[src/rtl/tinker_mem_arbiter.sv]
// tinker_mem_arbiter: shares the single byte memory port between the
// instruction-fetch and data requesters, one access in flight at a time.
module tinker_mem_arbiter #(
  parameter int unsigned LATENCY    = 2,
  parameter int unsigned MEM_BYTES  = 524288,
  parameter int unsigned STARVE_MAX = 4
) (
  input  logic        clk,
  input  logic        reset,
  input  logic        if_req_valid,
  output logic        if_req_ready,
  input  logic [63:0] if_req_addr,
  output logic        if_resp_valid,
  output logic [31:0] if_resp_data,
  output logic        if_resp_err,
  input  logic        d_req_valid,
  output logic        d_req_ready,
  input  logic [63:0] d_req_addr,
  input  logic        d_req_we,
  input  logic [63:0] d_req_wdata,
  output logic        d_resp_valid,
  output logic [63:0] d_resp_data,
  output logic        d_resp_err,
  output logic        mem_en,
  output logic        mem_we,
  output logic [63:0] mem_addr,
  output logic [63:0] mem_wdata,
  input  logic [63:0] mem_rdata
);

  localparam int unsigned CW = $clog2(LATENCY + 1);
  localparam int unsigned SW = $clog2(STARVE_MAX + 1);
  localparam logic [64:0] LIMIT = 65'(MEM_BYTES);

  typedef enum logic [1:0] {
    IDLE,
    ISSUE,
    WAIT,
    RESP
  } state_e;

  state_e        state_q;
  logic [SW-1:0] starve_q;
  logic [CW-1:0] cnt_q;
  logic          is_if_q;
  logic          we_q;
  logic [63:0]   addr_q;
  logic [63:0]   wdata_q;

  logic          if_rv_q;
  logic          if_re_q;
  logic [31:0]   if_rd_q;
  logic          d_rv_q;
  logic          d_re_q;
  logic [63:0]   d_rd_q;

  logic idle;
  logic starved;
  logic grant_if;
  logic grant_d;
  logic if_acc;
  logic d_acc;
  logic acc;
  logic if_fault;
  logic d_fault;
  logic fault;

  // Bounds use a 65-bit sum so addresses near 2^64 cannot wrap into range.
  always_comb begin
    idle     = reset && (state_q == IDLE);
    starved  = (starve_q == SW'(STARVE_MAX));
    grant_if = if_req_valid && (!d_req_valid || starved);
    grant_d  = d_req_valid && !grant_if;
    if_acc   = idle && grant_if;
    d_acc    = idle && grant_d;
    acc      = if_acc || d_acc;
    if_fault = (if_req_addr[1:0] != 2'b00)
            || (({1'b0, if_req_addr} + 65'd4) > LIMIT);
    d_fault  = ({1'b0, d_req_addr} + 65'd8) > LIMIT;
    fault    = if_acc ? if_fault : d_fault;
  end

  always_ff @(posedge clk or negedge reset) begin
    if (!reset) begin
      state_q  <= IDLE;
      starve_q <= '0;
      cnt_q    <= '0;
      is_if_q  <= 1'b0;
      we_q     <= 1'b0;
      addr_q   <= '0;
      wdata_q  <= '0;
      if_rv_q  <= 1'b0;
      if_re_q  <= 1'b0;
      if_rd_q  <= '0;
      d_rv_q   <= 1'b0;
      d_re_q   <= 1'b0;
      d_rd_q   <= '0;
    end else begin
      if_rv_q <= 1'b0;
      if_re_q <= 1'b0;
      if_rd_q <= '0;
      d_rv_q  <= 1'b0;
      d_re_q  <= 1'b0;
      d_rd_q  <= '0;
      unique case (state_q)
        IDLE: begin
          if (if_acc) begin
            starve_q <= '0;
          end else if (if_req_valid && !starved) begin
            starve_q <= starve_q + 1'b1;
          end
          if (acc) begin
            is_if_q <= if_acc;
            addr_q  <= if_acc ? if_req_addr : d_req_addr;
            we_q    <= d_acc && d_req_we;
            wdata_q <= d_acc ? d_req_wdata : '0;
            cnt_q   <= '0;
            if (fault) begin
              state_q <= RESP;
              if_rv_q <= if_acc;
              if_re_q <= if_acc;
              d_rv_q  <= d_acc;
              d_re_q  <= d_acc;
            end else begin
              state_q <= ISSUE;
            end
          end
        end
        ISSUE: begin
          cnt_q   <= CW'(1);
          state_q <= WAIT;
        end
        WAIT: begin
          if (cnt_q == CW'(LATENCY)) begin
            state_q <= RESP;
            if_rv_q <= is_if_q;
            d_rv_q  <= !is_if_q;
            if (is_if_q) begin
              if_rd_q <= mem_rdata[31:0];
            end else if (!we_q) begin
              d_rd_q <= mem_rdata;
            end
          end else begin
            cnt_q <= cnt_q + 1'b1;
          end
        end
        RESP: begin
          state_q <= IDLE;
        end
        default: begin
          state_q <= IDLE;
        end
      endcase
    end
  end

  assign if_req_ready  = if_acc;
  assign d_req_ready   = d_acc;

  assign if_resp_valid = if_rv_q;
  assign if_resp_err   = if_re_q;
  assign if_resp_data  = if_rd_q;
  assign d_resp_valid  = d_rv_q;
  assign d_resp_err    = d_re_q;
  assign d_resp_data   = d_rd_q;

  assign mem_en    = (state_q == ISSUE);
  assign mem_we    = mem_en && we_q;
  assign mem_addr  = mem_en ? addr_q : '0;
  assign mem_wdata = mem_en ? wdata_q : '0;

endmodule

[config.mk]
export PLATFORM = sky130hd
export DESIGN_NAME = tinker_mem_arbiter
export DESIGN_NICKNAME = d
export VERILOG_FILES = /design/src/rtl/tinker_mem_arbiter.sv
export SDC_FILE = /design/constraint.sdc
export NUM_CORES = 1
export LEC_CHECK = 0
export ABC_AREA = 1
export CORE_AREA = 2 2 189 191
export CTS_BUF_LIST = sky130_fd_sc_hd__clkbuf_4
export CTS_CLUSTER_SIZE = 25
export DETAILED_ROUTE_END_ITERATION = 7
export DIE_AREA = 0 0 191 193
export GPL_ROUTABILITY_DRIVEN = 0
export PLACE_DENSITY_LB_ADDON = 0.15
export SLEW_MARGIN = 20
export SYNTH_ARGS = -nofsm -noshare
export SYNTH_HDL_FRONTEND = slang
export SYNTH_SLANG_ARGS = --single-unit
[constraint.sdc]
create_clock -name clk -period 4.9 [get_ports clk]
set_input_delay 0.735 -clock clk [delete_from_list [all_inputs] [get_ports clk]]
set_output_delay 0.735 -clock clk [all_outputs]
set_load 0.005 [all_outputs]
# [Yosys cells after proc, flatten, opt, wreduce, memory -nomap -nowiden]
# Cells that the tools add are included.
[word_totals] ff_bits=237 inputBits=261 out_inout_bits=232 wordCells=81
[classes] addsub=4 magnitude_cmp=2 n_eq_ne=8 muxes=31 reduce_logical=23
[ops] operator="64-bit 2-to-1 mux" count=8
[ops] operator="65-bit by 20-bit greater-than comparator with 1-bit output, second input constant" count=2
[ops] operator="32-bit 2-to-1 mux" count=3
[ops] operator="64-bit by 3-bit adder with 65-bit output, second input constant" count=1
[ops] operator="64-bit by 4-bit adder with 65-bit output, second input constant" count=1
[ops] operator="2-bit 2-to-1 mux" count=5
[ops] operator="1-bit 2-to-1 mux" count=9
[ops] operator="1-bit logical AND" count=8
[ops] operator="2-bit one-hot mux with 4 select lines" count=1
[ops] operator="2-bit == test, second input constant" count=3
[ops] operator="3-bit 2-to-1 mux" count=2
[ops] operator="2-bit inequality test, second input constant" count=3
[ops] operator="2-bit one-hot mux with 3 select lines" count=1
[ops] operator="2-bit AND reduction" count=3
[ops] operator="1-bit zero test" count=4
[ops] operator="1-bit one-hot mux with 2 select lines" count=2
[ops] operator="2-bit nonzero test" count=2
[ops] operator="3-bit by 1-bit adder with 3-bit output, second input constant" count=1
[ops] operator="3-bit == test, second input constant" count=1
[ops] operator="1-bit logical OR" count=3
[ops] operator="3-bit AND reduction" count=1
[ops] operator="3-bit nonzero test" count=1
[ops] operator="2-bit by 1-bit adder with 2-bit output, second input constant" count=1
[ops] operator="2-bit by 1-bit == test with 1-bit output, second input constant" count=1
[ops] operator="2-bit zero test" count=1

# [Logic depth before layout (Yosys ltp)]
[depth] word_depth=9 ltp_mapped=18 mapped_depth_nobuf=18

# [Worst setup path before layout]
# Ideal clock, no wire load.
[synth_path] path_type="input -> register" from="input d_req_addr[3]" to="register d_rv_q, in the netlist d_resp_valid" arrival_ns=2.323 path_slack_ns=2.436 path_stages=18 path_buffers=0 cell_sequence="ha_1 -> inv_1 -> nor2_4 -> nand2_4 -> nor2_4 -> nand2_2 -> nor2_4 -> nand2_1 -> nand2_1 -> nand2_1 -> nor2_2 -> nand2_1 -> nor2_1 -> nand2_1 -> nand2_1 -> nand3_2 -> nand2_1 -> o22ai_1"
[synth_via] elab_chain_cells=6
[synth_lines] element="start: declaration" line_no="18" rtl="input logic [63:0] d_req_addr,"
[synth_lines] element="64-bit by 4-bit adder with 65-bit output" line_no="79" rtl="d_fault = ({1'b0, d_req_addr} + 65'd8) > LIMIT;"
[synth_lines] element="65-bit by 20-bit greater-than comparator with 1-bit output" line_no="79"
[synth_lines] element="1-bit 2-to-1 mux" line_no="80" rtl="fault = if_acc ? if_fault : d_fault;"
[synth_lines] element="1-bit 2-to-1 mux" line_no="118" rtl="if (fault) begin"
[synth_lines] element="1-bit 2-to-1 mux" line_no="112" rtl="if (acc) begin"
[synth_lines] element="1-bit one-hot mux with 2 select lines" line_no="105" rtl="unique case (state_q)"
[synth_lines] element="end signal: assignment" line_no="137" rtl="d_rv_q <= !is_if_q;"
[synth_lines] element="end: declaration" line_no="53" rtl="logic d_rv_q;"
# No other way between the ends.
# A chain may end at the register's enable or synchronous reset.

# [Worst setup path in the final report]
[layout_path] from="register state_q[1]" to="output mem_wdata[60]"
[layout_via] elab_chain_cells=2
[layout_lines] element="start: declaration" line_no="42" rtl="state_e state_q;"
[layout_lines] element="start signal: assignment" line_no="85" rtl="state_q <= IDLE;"
[layout_lines] element="start signal: assignment" line_no="119" rtl="state_q <= RESP;"
[layout_lines] element="start signal: assignment" line_no="125" rtl="state_q <= ISSUE;"
[layout_lines] element="2-bit by 1-bit == test with 1-bit output" line_no="167" rtl="assign mem_en = (state_q == ISSUE);"
[layout_lines] element="64-bit 2-to-1 mux" line_no="170" rtl="assign mem_wdata = mem_en ? wdata_q : '0;"
[layout_lines] element="end: declaration" line_no="27" rtl="output logic [63:0] mem_wdata,"
# No other way between the ends.

==> qor.log <==
qor: global_route.grt_pass1_wl 89100 µm
qor: timing.timing.fmax 267 MHz
qor: synthesis.distinct_cell_type_count_after_synthesis 32
qor: finish.nNetsFinal 2988
qor: hold_path.hold_class input port to asynchronous set/reset pin
qor: setup_path.critical_path_class flip-flop to output port
qor: timing.min_period 3.75 ns
qor: timing.unrepaired_setup_endpoints_after_global_routing false
qor: routing.antenna_left 0
qor: timing.setup_total_negative_slack 0 ns
qor: run_status.violations DRC
qor: clocking.tritoncts.num_buffers 70
qor: place.placed_cells 3108
qor: synthesis.yosysTopAreaCellShare 0.405
qor: floorplan.num_rows 69
qor: timing.slew_headroom 0.341
qor: global_route.antenna_found_initial 5
qor: run_status.outcome complete, but fails checks
qor: clocking.post-cts-setup-buffers 0
qor: place.placement.io_buffers 492
qor: power_and_ir_drop.ir_worst_vdd 0.000206 V
qor: setup_path.worst-endpoint-arrival 3.01 ns
qor: synthesis.yosysWarningCount 0
qor: clocking.clkSinkCount 237
qor: floorplan.num_io_pins 493
qor: timing.finalWorstSetupSlack 1.15 ns
qor: clocking.tritoncts yes
qor: finish.area.sequential 0.00593 mm²
qor: routing.vias 16800
qor: job.maxCapViolCount 0
qor: global_route.grt_max_degree 130
qor: global_route.grt_pass1_vias 16200
qor: clocking.root_buffer sky130_fd_sc_hd__clkbuf_4
qor: timing.setup_viol 0
qor: timing.worst-slew-pin-transition 0.989 ns
qor: synthesis.synthesis.instances 2202
qor: finish.drive_above_1_share 0.0658
qor: floorplan.floorplan.die.height 193 µm
qor: power_and_ir_drop.total_leakage_power 10.6 nW
qor: synthesis.yosys_register_bits 237
qor: timing.report.final.slew_viol_count 0
qor: global_route.grt_overflow_total 0
qor: clocking.clkSlewWorstSetupHoldPaths 0.06 ns
qor: floorplan.initial_core_util 0.419
qor: clocking.cts.hold.buffers_added 1
qor: finish.final_core_utilization 0.600
qor: floorplan.design.core.area 0.0350 mm²
qor: finish.multi_input_comb_area 0.00703 mm²
qor: synthesis.synth_top_area_cell sky130_fd_sc_hd__dfrtp_1
qor: setup_path.critPathLaunchType flip-flop
qor: synthesis.synth_top_cells_by_area sky130_fd_sc_hd__dfrtp_1, sky130_fd_sc_hd__nand2_1, sky130_fd_sc_hd__nor2_1, sky130_fd_sc_hd__inv_1, sky130_fd_sc_hd__a22o_1
qor: routing.route.detailed.wl_per_inst 18.5 µm
qor: clocking.insertion_delay 0.77 ns
qor: global_route.grt_use_total 0.316
qor: routing.finalWirelength 59700 µm
qor: place.place_hpwl 45800 µm
qor: clocking.clock_path_buffers 3
qor: floorplan.die-area 0.0369 mm²
qor: timing.timing.final.hold_violations 0
qor: place.place_area 0.0201 mm²
qor: place.pre_cts_slack 1.21 ns
qor: finish.stdcell_count 3231
qor: routing.via_per_inst 5.19
qor: power_and_ir_drop.report.power.total 7.39 mW
qor: floorplan.die_width 191 µm
qor: routing.detailedRoute.firstIterationViolations 1569
qor: synthesis.netlist_area 0.0147 mm²
qor: routing.remaining_drc_errors 6
qor: finish.n_fill_cell 3317
qor: clocking.cts_max_level 3
qor: routing.detailedRoute.firstPassIterationCount 8
qor: finish.area_delta_synth_final 43.3%
qor: synthesis.syn_nets 2470
qor: setup_path.timing.critical_path.to_type output port
qor: power_and_ir_drop.power_per_cell_area 352 mW/mm²
qor: synthesis.synth.yosys.seq_area_share 0.405
qor: setup_path.worst_ep_required_time 4.16 ns
qor: finish.finish.instance_area 0.0210 mm²
qor: synthesis.synth.avg_cell_area 6.65 µm²
qor: setup_path.largest_fanout_on_the_critical_path 73
qor: timing.holdWs 0.394 ns
qor: timing.final.setup_skew 0.0529 ns
qor: clocking.ctsResizeCount 0
qor: timing.layout_worst_path_cycle_share 0.764
Yosys cell counts:
cell type,number
sky130_fd_sc_hd__buf_2,1
sky130_fd_sc_hd__a21oi_1,69
sky130_fd_sc_hd__nand4_1,38
sky130_fd_sc_hd__nand3_1,102
sky130_fd_sc_hd__clkbuf_1,57
sky130_fd_sc_hd__inv_1,398
sky130_fd_sc_hd__nand2_1,603
sky130_fd_sc_hd__a21boi_0,2
sky130_fd_sc_hd__a211oi_1,1
sky130_fd_sc_hd__xor2_1,8
sky130_fd_sc_hd__a31oi_1,2
sky130_fd_sc_hd__nor4_1,1
sky130_fd_sc_hd__nand2_2,8
sky130_fd_sc_hd__ha_1,7
sky130_fd_sc_hd__nor2_1,400
sky130_fd_sc_hd__inv_2,2
sky130_fd_sc_hd__and2_1,1
sky130_fd_sc_hd__nor2_4,12
sky130_fd_sc_hd__o21ai_1,1
sky130_fd_sc_hd__xnor2_1,7
sky130_fd_sc_hd__o21bai_1,4
sky130_fd_sc_hd__or2_2,3
sky130_fd_sc_hd__nand2_4,2
sky130_fd_sc_hd__o21ai_0,31
sky130_fd_sc_hd__o21a_1,1
sky130_fd_sc_hd__nor3_1,22
sky130_fd_sc_hd__nor2_2,26
sky130_fd_sc_hd__a22o_1,64
sky130_fd_sc_hd__o22ai_1,65
sky130_fd_sc_hd__nand3_2,3
sky130_fd_sc_hd__dfrtp_1,237
sky130_fd_sc_hd__nand3b_1,24
sequential cells by signal (all words and copies together), names as in the netlist:
name,count
addr_q,64
cnt_q,2
d_resp_data,64
d_resp_err,1
d_resp_valid,1
if_resp_data,32
if_resp_err,1
if_resp_valid,1
is_if_q,1
starve_q,3
state_q,2
wdata_q,64
we_q,1
placed cells by master (no fill, tap or decap), drive strengths merged, types with 3 or more instances in the layout:
master / instances
a21oi: 69
xnor2: 7
nor2: 438
nand2: 613
o22ai: 65
inv: 401
nand3b: 24
clkinv: 12
o21ai: 32
xor2: 8
o21bai: 4
buf: 12
ha: 7
nand3: 105
nand4: 38
nor3: 22
dfrtp: 237
diode: 3
clkbuf: 102
clkdlybuf4s50: 491
or2: 3
a22o: 64
per-layer routing:
metal | global-route usage | share of wire | vias to the layer above
met5 | 0 | 0.00037 | -
met4 | 0.155 | 0.047 | 4
met3 | 0.0822 | 0.11 | 192
met2 | 0.520 | 0.47 | 975
met1 | 0.385 | 0.37 | 7685
li1 | - | - | 7908
cells by family after synthesis:
group / share of synthesized area
AOI/OAI and AO/OA: 0.105
xor gates and xnor gates: 0.00897
adders and majority gates: 0.00598
buffers and inverters: 0.117
DFF: 0.405
and+or+nand+nor: 0.357
worst paths after layout:
check,start,end,slack [ns],depth (start not counted)
min in group clk,mem_rdata[56],d_resp_data[56]$_DFF_PN0_,0.49,3
worst min-delay path,reset,d_resp_data[9]$_DFF_PN0_,0.39,2
max in group asynchronous,reset,addr_q[33]$_DFFE_PN0P_,2.38,4
worst max-delay path,state_q[1]$_DFFE_PN0P_,mem_wdata[60],1.15,6
worst max register to register,state_q[0]$_DFFE_PN0P_,addr_q[27]$_DFFE_PN0P_,2.21,9
worst min register to register,wdata_q[7]$_DFFE_PN0P_,wdata_q[7]$_DFFE_PN0P_,0.49,1
power by group:
group	internal, mW	total, mW	switching (mW)
logic	1.30	2.60	1.30
clock network	1.06	1.95	0.894
registers	2.55	2.84	0.287
layout make-up:
cell class,instances,area share
multi-input cells,1507,0.335
flip-flops and latches,237,0.282
clock inverters,17,0.00644
repair buffers,504,0.240
inverters,400,0.0715
well taps,461,0.0275
diodes,3,0.000358
clock buffers,102,0.0365
critical path, cell delays in order (launching register included):
cell and delay (ns):
sky130_fd_sc_hd__dfrtp_1 0.40, sky130_fd_sc_hd__inv_1 0.11, sky130_fd_sc_hd__ha_4 0.61, sky130_fd_sc_hd__buf_12 0.37
sky130_fd_sc_hd__nand2_1 0.10, sky130_fd_sc_hd__inv_1 0.11, sky130_fd_sc_hd__clkdlybuf4s50_1 0.51
(Power assumes the default switching activity.)
